--- src/rtl/add_seq_ctrl.sv ---
// Sequential 32-bit adder/subtractor: one shared 4-bit carry-lookahead slice
// processes a nibble per cycle, LSB nibble first, over 8 RUN cycles.
module add_seq_ctrl (
  input  logic        clk,
  input  logic        rst_n,
  input  logic        start,
  input  logic        sub,
  input  logic        cin,
  input  logic [31:0] a,
  input  logic [31:0] b,
  output logic        busy,
  output logic        done,
  output logic [31:0] sum,
  output logic        cout,
  output logic        ovf
);

  typedef enum logic [1:0] {IDLE, RUN, DONE} state_t;

  state_t      state, state_nx;
  logic [2:0]  cnt;
  logic        carry;
  logic [31:0] a_q, b_q;
  logic [3:0]  an, bn, p, g, nib;
  logic        c1, c2, c3, c4;
  logic        accept;

  // Handshake: start is sampled on a rising edge and takes effect only when
  // the block is not busy (IDLE or DONE); while busy it is ignored.
  assign accept = start && (state == IDLE || state == DONE);

  always_ff @(posedge clk or negedge rst_n) begin
    if (!rst_n) state <= IDLE;
    else        state <= state_nx;
  end

  always_comb begin
    state_nx = state;
    busy     = 1'b0;
    done     = 1'b0;
    case (state)
      IDLE: if (start) state_nx = RUN;
      RUN: begin
        busy = 1'b1;
        if (cnt == 3'd7) state_nx = DONE;
      end
      DONE: begin
        done     = 1'b1;
        state_nx = start ? RUN : IDLE;
      end
      default: state_nx = IDLE;
    endcase
  end

  // Shared CLA slice operating on nibble cnt of the latched operands.
  always_comb begin
    an  = a_q[{cnt, 2'b00} +: 4];
    bn  = b_q[{cnt, 2'b00} +: 4];
    p   = an ^ bn;
    g   = an & bn;
    c1  = g[0] | (p[0] & carry);
    c2  = g[1] | (p[1] & g[0]) | (p[1] & p[0] & carry);
    c3  = g[2] | (p[2] & g[1]) | (p[2] & p[1] & g[0]) | (p[2] & p[1] & p[0] & carry);
    c4  = g[3] | (p[3] & g[2]) | (p[3] & p[2] & g[1]) | (p[3] & p[2] & p[1] & g[0])
        | (p[3] & p[2] & p[1] & p[0] & carry);
    nib = p ^ {c3, c2, c1, carry};
  end

  // Subtraction is folded into the latch: a - b = a + ~b + 1.
  always_ff @(posedge clk or negedge rst_n) begin
    if (!rst_n) begin
      cnt   <= 3'd0;
      carry <= 1'b0;
      a_q   <= 32'd0;
      b_q   <= 32'd0;
      sum   <= 32'd0;
      cout  <= 1'b0;
      ovf   <= 1'b0;
    end else if (accept) begin
      a_q   <= a;
      b_q   <= sub ? ~b : b;
      carry <= sub ? 1'b1 : cin;
      cnt   <= 3'd0;
      sum   <= 32'd0;
    end else if (state == RUN) begin
      sum[{cnt, 2'b00} +: 4] <= nib;
      carry <= c4;
      cnt   <= cnt + 3'd1;
      if (cnt == 3'd7) begin
        cout <= c4;
        ovf  <= c3 ^ c4;
      end
    end
  end

endmodule

--- config.mk ---
export PLATFORM = sky130hd
export DESIGN_NAME = add_seq_ctrl
export DESIGN_NICKNAME = d
export VERILOG_FILES = /design/src/rtl/add_seq_ctrl.sv
export SDC_FILE = /design/constraint.sdc
export NUM_CORES = 1
export LEC_CHECK = 0
export CORE_ASPECT_RATIO = 0.7
export CORE_MARGIN = 2
export CORE_UTILIZATION = 55
export DETAILED_ROUTE_END_ITERATION = 7
export PLACE_DENSITY = 0.84
export SKIP_LAST_GASP = 1
export SLEW_MARGIN = 20
export SYNTH_ARGS = -nofsm -noshare
export SYNTH_HDL_FRONTEND = slang
export SYNTH_SLANG_ARGS = --single-unit
export TNS_END_PERCENT = 20
--- constraint.sdc ---
create_clock -name clk -period 8.3 [get_ports clk]
set_input_delay 2.075 -clock clk [delete_from_list [all_inputs] [get_ports clk]]
set_output_delay 2.075 -clock clk [all_outputs]
set_load 0.1 [all_outputs]
==> results.cfg, run 1 <==
[logic_synthesis]
synth_area_sq_um = 5040
synth_largest_area_cell = dfrtp_1
yosysWarnings = 0
ys_dominant_reg_cell = dfrtp_1
synthTopCellsByCount = 173 x nand2_1, 104 x dfrtp_1, 58 x o21ai_0
synthArstFlopShare = 1.00
ys_ff_latch = 104
ys_types = 42
ys_seq_area_frac = 0.516
avgSynthCellArea_sq_um = 9.90
synth_area_leaders = dfrtp_1 52%, nand2_1 13%, mux4_2 7.1%
yosysMostFrequentCell = nand2_1
synth_cells = 509
synth_top_area_share = 0.516
synth_edf_count = 0
syn_nets = 591

[clocking]
path_clk_slew_ns = 0.07
post_cts.repair.setup_buffers = 0
numCtsBuffers = 9
htreeDepth = 3
cts_hold_buf = 0
cts.sinks = 104
clk-insertion-delay-late_ns = 0.34
cts_resized = 0
cts_tree = yes
root_buffer = clkbuf_16
clk_path_buf_depth = 2

[timing]
period_minus_slack_ns = 4.36
hold_violations = 0
setup_tns_ns = 0
slew_headroom = 0.310
fmax_mhz = 229
fin_worst_skew_ns = 0.00747
tightestPinTransition_ns = 1.04
maxSlewViolCount = 0
hold_slack_ns = 0.473
fin_crit_sh = 0.525
rsz0062_at_grt = no
setup_viol = 0

[detailed_routing]
drt_pass1_iterations = 4
post-route-drc-count = 0
routedWlPerCell_um = 15.7
drt_iter0_drc = 295
vias_per_cell = 5.31
postRouteAntennaNets = 0
num_vias = 3860
wl_mm = 11.4

[setup_path]
critPathTopFamily = buffers and inverters
critPathMaxFanout = 6
worstPathRequired_ns = 6.23
crit_slowest_cell = clkdlybuf4s50_1
crit_path_end_kind = output pin
critPathKind = reg2out
crit_path_start_kind = flip-flop
path_cells = nand2b_1 > inv_1 > clkdlybuf4s50_1
critPathMaxStageDelay_ns = 1.18
cp_num_buf_inv = 2
cp.arrival_ns = 2.29

[finish]
nets = 680
drive_gt1_frac = 0.0730
nFillCells = 679
diodes = 0
area_growth_pct = 27.0

[flow_run]
maxCapViolCount = 0

[floorplanning]
rows = 29
dieArea_sq_um = 9960
dieWidth_um = 118
io_pins = 105
core-area_sq_um = 9000
initial_core_util = 0.560
fp.dieH_um = 84.1

[grt]
grt_max_degree = 116
grt_overflow_total = 0
grt_pass1_wl_mm = 19.2
grt_usage = 0.245
antenna_found_initial = 0
grt_pass1_vias = 3909

[status]
status = finished clean

[worst_hold_path]
min_path_type = reg2reg

[place]
gp_congestion = 0.829
io_buffers = 104
hpwl_mm = 8.04
[state kept, by name, summed over array words and instances, names as in the netlist]
register	flops
a_q	32
b_q	32
carry	1
cnt	3
cout	1
ovf	1
state	2
sum	32
[cells by family (layout without fill, tap and decap cells)]
logic type      Yosys count  after routing  share of synthesized area
flops                   104            104                      0.516
simple gates            223            223                      0.188
mux                      22             22                     0.0834
xor+xnor                 35             35                     0.0608
fa+ha+maj                13             13                     0.0338
buf+inv                  35            129                     0.0330
compound gates           77             77                     0.0851
[stage by stage]
step                cell area (sq um)  std cells   util  setup slack (ns)
CTS                              6400        727  0.711              3.93
floorplan                        5040        509      -              4.48
finish                           6400        727  0.711              3.94
detailed placement               6120        711  0.680              4.31
global route                     6400        727  0.711              3.87
global placement                 6120        711  0.680              4.33
[worst paths after layout]
| kind | startpoint | endpoint | slack (ns) | depth (start not counted) |
|---|---|---|---|---|
| worst min-delay path | a_q[7] | a_q[7] | 0.47 | 2 |
| max in group asynchronous | rst_n | a_q[6] | 5.41 | 2 |
| worst min register to register | a_q[7] | a_q[7] | 0.47 | 2 |
| worst max-delay path | state[1] | busy | 3.94 | 3 |
| worst max register to register | cnt[0] | sum[23] | 4.61 | 9 |
| min in group asynchronous | rst_n | a_q[22] | 1.74 | 1 |
[worst min-delay path, stage by stage, from the launching register on]
cell	delay (ns)
dfrtp_1	0.34
nand2_1	0.05
nand2_1	0.05
[layout make-up]
cell class / instances / area [sq um] / area share
clock buffer: 9 / 225 / 0.0352
inverter: 5 / 18.8 / 0.00293
tap: 124 / 155 / 0.0242
clock inverter: 7 / 55.1 / 0.00860
multi-input combinational: 370 / 2280 / 0.356
sequential: 104 / 2600 / 0.406
timing repair buffer: 108 / 1060 / 0.166
[per-layer routing]
metal / global-route usage / part of all wire
met2: 0.393 / 0.48
met4: 0.0660 / 0.010
met1: 0.342 / 0.45
met3: 0.0594 / 0.065
met5: 0 / 0
[cell usage in the layout, fill, tap and decap left out, types with 2 or more instances in the layout]
| master | count |
|---|---|
| nand2_1 | 173 |
| dfrtp_1 | 104 |
| clkdlybuf4s50_1 | 102 |
| o21ai_0 | 58 |
| xnor2_1 | 33 |
| nand3_1 | 19 |
| mux4_2 | 16 |
| ha_1 | 12 |
| nor2_1 | 9 |
| clkbuf_16 | 9 |
| mux2i_1 | 6 |
| a22o_1 | 6 |
| buf_4 | 5 |
| inv_1 | 4 |
| a21oi_1 | 4 |
| and2_1 | 4 |
| nor2b_1 | 2 |
| xor2_1 | 2 |
| a211oi_1 | 2 |
| and3b_1 | 2 |
| o22ai_1 | 2 |
| clkinv_4 | 2 |
| clkinv_2 | 2 |
Power of run 1 is left out: the tool's default activity adds up to more than one toggle a clock period on the data nets, which glitch-free logic cannot reach.
==> run 2: changes to the inputs <==
Settings changed: CORE_UTILIZATION 55 to 46, PLACE_DENSITY 0.84 to 0.75.
Clock period 8.3 ns to 3.8 ns, I/O delays scaled along.
==> run 2 against run 1 <==
- global-route usage decreased by 3.3 points
- design area increased by 1.7%
- utilization down 9.2 points
- register-to-register slack got worse by 3.9 ns
- worst setup slack lost 3.3 ns
- first-iteration DRC count increased by 13%
==> results.cfg, run 2 (synthesis results as in run 1) <==
[status]
status = finished clean

[clocking]
cts_tree = yes
cts_resized = 0
numCtsBuffers = 9
path_clk_slew_ns = 0.07
clk_path_buf_depth = 2
root_buffer = clkbuf_16
post_cts.repair.setup_buffers = 0
clk-insertion-delay-late_ns = 0.34
htreeDepth = 3
cts.sinks = 104
cts_hold_buf = 0

[place]
hpwl_mm = 8.58
gp_congestion = 0.954
io_buffers = 104

[setup_path]
cp.arrival_ns = 3.31
crit_path_end_kind = flip-flop
r2r-start = cnt[1]
critPathKind = reg2reg
cp_common_cell = nand2_1
path_cells = mux4_2 > nand2_1 > nand2_1 > ha_1 > a211oi_1 > o21bai_1 > xnor2_1 > o21ai_0
crit_path_start_kind = flip-flop
crit_slowest_cell = dfrtp_1
critPathMaxStageDelay_ns = 0.78
cp_num_buf_inv = 0
critPathTopFamily = flip-flops
critPathMaxFanout = 18
worstPathRequired_ns = 3.99
crit_path_start = cnt[1]

[finish]
diodes = 0
most-common-layout-cells = 173 x nand2_1, 104 x dfrtp_1, 100 x clkdlybuf4s50_1
drive_gt1_frac = 0.0809
final-seq-area_sq_um = 2600
largestRegisters = a_q (32), b_q (32), sum (32)
nets = 683
final_common_cell = nand2_1
multi_input_area_sq_um = 2280
area_growth_pct = 29.2
nFillCells = 873

[detailed_routing]
postRouteAntennaNets = 0
routedWlPerCell_um = 15.7
num_vias = 3883
wl_mm = 11.8
post-route-drc-count = 0
drt_pass1_iterations = 4
vias_per_cell = 5.15
drt_iter0_drc = 333

[timing]
rsz0062_at_grt = no
fin_worst_skew_ns = 0.00958
maxSlewViolCount = 0
setup_viol = 0
tightestPinTransition_ns = 0.982
setup_tns_ns = 0
fin_crit_sh = 0.821
fmax_mhz = 320
period_minus_slack_ns = 3.12
hold_violations = 0
slew_headroom = 0.343

[grt]
grt_pass1_wl_mm = 19.7
antenna_found_initial = 0
grt_pass1_vias = 3968
grt_overflow_total = 0
grt_usage = 0.212
grt_max_degree = 116

[worst_hold_path]
min_path_type = reg2reg
min_from = a_q[6]

[floorplanning]
initial_core_util = 0.480
rows = 31
io_pins = 105
dieArea_sq_um = 11800
core-area_sq_um = 10500
dieWidth_um = 129
fp.dieH_um = 91.6

[flow_run]
maxCapViolCount = 0
run 2: changes by cell type in the layout (fill, tap and decap cells not counted):
cell and delta:
clkinv_2 +1, clkdlybuf4s50_1 -2, bufinv_16 +2, inv_6 -1, clkbuf_8 +1, buf_16 +1
inv_8 -1, clkinv_4 -2, buf_4 +4
run 2: routing by layer:
| layer | wire length, um | vias up | track usage |
|---|---|---|---|
| met3 | 763 | 4 | 0.0448 |
| li1 | - | 1884 | - |
| met2 | 5440 | 129 | 0.320 |
| met1 | 5580 | 1866 | 0.318 |
| met4 | 36 | 0 | 0.0444 |
| met5 | 0 | - | 0 |
run 2: path summary, 6_finish.rpt:
| kind | to | slack (ns) | cells after the start |
|---|---|---|---|
| setup / recovery | sum[15] | 0.68 | 8 |
| hold / removal | a_q[6] | 0.48 | 2 |
| setup reg to reg | sum[15] | 0.68 | 8 |
| hold reg to reg | a_q[6] | 0.48 | 2 |
| max in group asynchronous | a_q[27] | 2.42 | 2 |
| min in group asynchronous | sum[0] | 0.54 | 1 |
run 2: worst min-delay path: cells and delay by family, from the launching register on:
kind	cells	cell delay, ns
AND/OR/NAND/NOR	2	0.10
flip-flops	1	0.34
run 2: stage by stage:
stage | hold WS (ns) | std cells | worst slack [ns] | cell area (sq um) | utilization
3_5_place_dp | 0.460 | 737 | 0.700 | 6160 | 0.586
5_1_grt | 0.503 | 754 | 0.404 | 6510 | 0.619
3_3_place_gp | 0.457 | 737 | 0.813 | 6160 | 0.586
6_report | 0.476 | 754 | 0.679 | 6510 | 0.619
2_1_floorplan | 0.440 | 509 | 1.11 | 5040 | -
4_1_cts | 0.476 | 753 | 0.672 | 6480 | 0.617
run 2: area by class of cell:
class                      instances  area share
sequential                       104       0.400
tap                              148      0.0284
inverter                           5     0.00288
clock buffer                      10      0.0367
clock inverter                     6      0.0127
multi-input combinational        370       0.351
timing repair buffer             111       0.169
Power of run 2 is left out for the same reason.
==> run 3: changes to the inputs <==
Settings changed: CORE_UTILIZATION 46 to 51, PLACE_DENSITY 0.75 to 0.79.
Clock period 3.8 ns to 3.2 ns, I/O delays scaled along.
==> run 3 against run 2 <==
- flip-flop and latch count did not move
- non-clock buffer count rose by 2
- sequential share of layout area rose by 0.73 points
- worst setup slack got worse by 0.50 ns
- cell count fell by 2.7%
- utilization rose by 4.3 points
==> results.cfg, run 3 (synthesis results as in run 1) <==
[timing]
period_minus_slack_ns = 3.02
setup_viol = 0
maxSlewViolCount = 0
fmax_mhz = 331
layout_setup_ws_ns = 0.182
fin_crit_sh = 0.943
hold_violations = 0
fin_worst_skew_ns = 0.00765
tightestPinTransition_ns = 0.911
rsz0062_at_grt = yes
slew_headroom = 0.393

[clocking]
path_clk_slew_ns = 0.07
cts.sinks = 104
root_buffer = clkbuf_16
numCtsBuffers = 9
clk-insertion-delay-late_ns = 0.35
post_cts.repair.setup_buffers = 0
htreeDepth = 3
cts_tree = yes
clk_path_buf_depth = 2

[grt]
grt_max_degree = 74
grt_pass1_vias = 3937
grt_pass1_wl_mm = 19.6
antenna_found_initial = 0
grt_overflow_total = 0
grt_usage = 0.241

[detailed_routing]
drt_pass1_iterations = 4
postRouteAntennaNets = 0
wl_mm = 11.9
num_vias = 3894
routedWlPerCell_um = 16.3
post-route-drc-count = 0
vias_per_cell = 5.31
drt_iter0_drc = 373

[setup_path]
cp_common_cell = nand2_1
path_cells = buf_4 > mux4_2 > nand2_1 > nand2_1 > ha_1 > a21o_1 > a21oi_1 > xor2_1 > o21ai_0
critPathKind = reg2reg
cp.arrival_ns = 3.20
critPathMaxStageDelay_ns = 0.58
worstPathRequired_ns = 3.39
critPathMaxFanout = 13
rrSetupSlack_ns = 0.18
crit_slowest_cell = xor2_1
crit_path_start_kind = flip-flop
crit_path_end_kind = flip-flop

[worst_hold_path]
min_path_type = reg2reg

[floorplanning]
core-area_sq_um = 9650
dieWidth_um = 123
dieArea_sq_um = 10700
initial_core_util = 0.523
fp.dieH_um = 87.2
rows = 30
io_pins = 105

[status]
status = finished clean

[finish]
finalInstanceArea_sq_um = 6390
area_growth_pct = 26.9
diodes = 0
most-common-layout-cells = 173 x nand2_1, 104 x dfrtp_1, 66 x clkdlybuf4s50_1
nFillCells = 723
final_common_cell = nand2_1
nets = 685
largestRegisters = a_q (32), b_q (32), sum (32)
drive_gt1_frac = 0.139

[place]
placed_area_sq_um = 6090
hpwl_mm = 8.73
gp_congestion = 0.854
io_buffers = 104
place_ws_ns = 0.0595

[flow_run]
maxCapViolCount = 0
## run 3: cell count changes in the layout (fill, tap and decap cells not counted), sizes merged
| cell | change |
|---|---|
| buf | +36 |
| clkdlybuf4s50 | -34 |
| clkinv | -2 |
| bufinv | -1 |
| clkbuf | +1 |
## run 3: what timing repair did
| item | CTS | global route |
|---|---|---|
| gates resized for setup | 0 | 1 |
| endpoints found under the setup margin | 0 | 12 |
| hold buffers | 0 | 0 |
## run 3: cell type report
class / instances / area [sq um] / area share
clock inverters: 3 / 42.5 / 0.00665
flip-flops and latches: 104 / 2600 / 0.407
inverters: 5 / 18.8 / 0.00293
multi-input cells: 370 / 2290 / 0.359
clock buffers: 11 / 253 / 0.0395
well taps: 128 / 160 / 0.0250
repair buffers: 113 / 1020 / 0.160
## run 3: critical path: cells and delay by family, from the launching register on
family | cells | cell delay (ns)
XOR/XNOR | 1 | 0.58
AO/OA/AOI/OAI | 3 | 0.55
multiplexers | 1 | 0.54
adder cells (fa/ha/maj) | 1 | 0.35
flip-flops | 1 | 0.34
buffers and inverters | 1 | 0.26
AND/OR/NAND/NOR | 2 | 0.22
## run 3: final timing paths
kind / startpoint / end / cells past startpoint
worst max-delay path: cnt[0] / sum[26] / 9
worst min-delay path: a_q[17] / a_q[17] / 2
worst max register to register: cnt[0] / sum[26] / 9
worst min register to register: a_q[17] / a_q[17] / 2
max in group asynchronous: rst_n / sum[19] / 2
min in group asynchronous: rst_n / b_q[18] / 1
## run 3: metrics by stage
| step | cells | setup TNS (ns) | hold slack [ns] | util |
|---|---|---|---|---|
| floorplan | 509 | 0 | 0.440 | - |
| finish | 734 | 0 | 0.472 | 0.663 |
| detailed placement | 720 | 0 | 0.460 | 0.632 |
| global route | 734 | -0.0765 | 0.483 | 0.663 |
| CTS | 734 | 0 | 0.476 | 0.662 |
| global placement | 720 | 0 | 0.456 | 0.632 |
## run 3: layer usage
layer,vias up,global-route usage,share of wire
li1,1879,-,-
met1,1877,0.341,0.45
met2,126,0.373,0.47
met3,12,0.0596,0.066
met4,0,0.0731,0.010
met5,-,0,0
Power of run 3 is left out for the same reason.
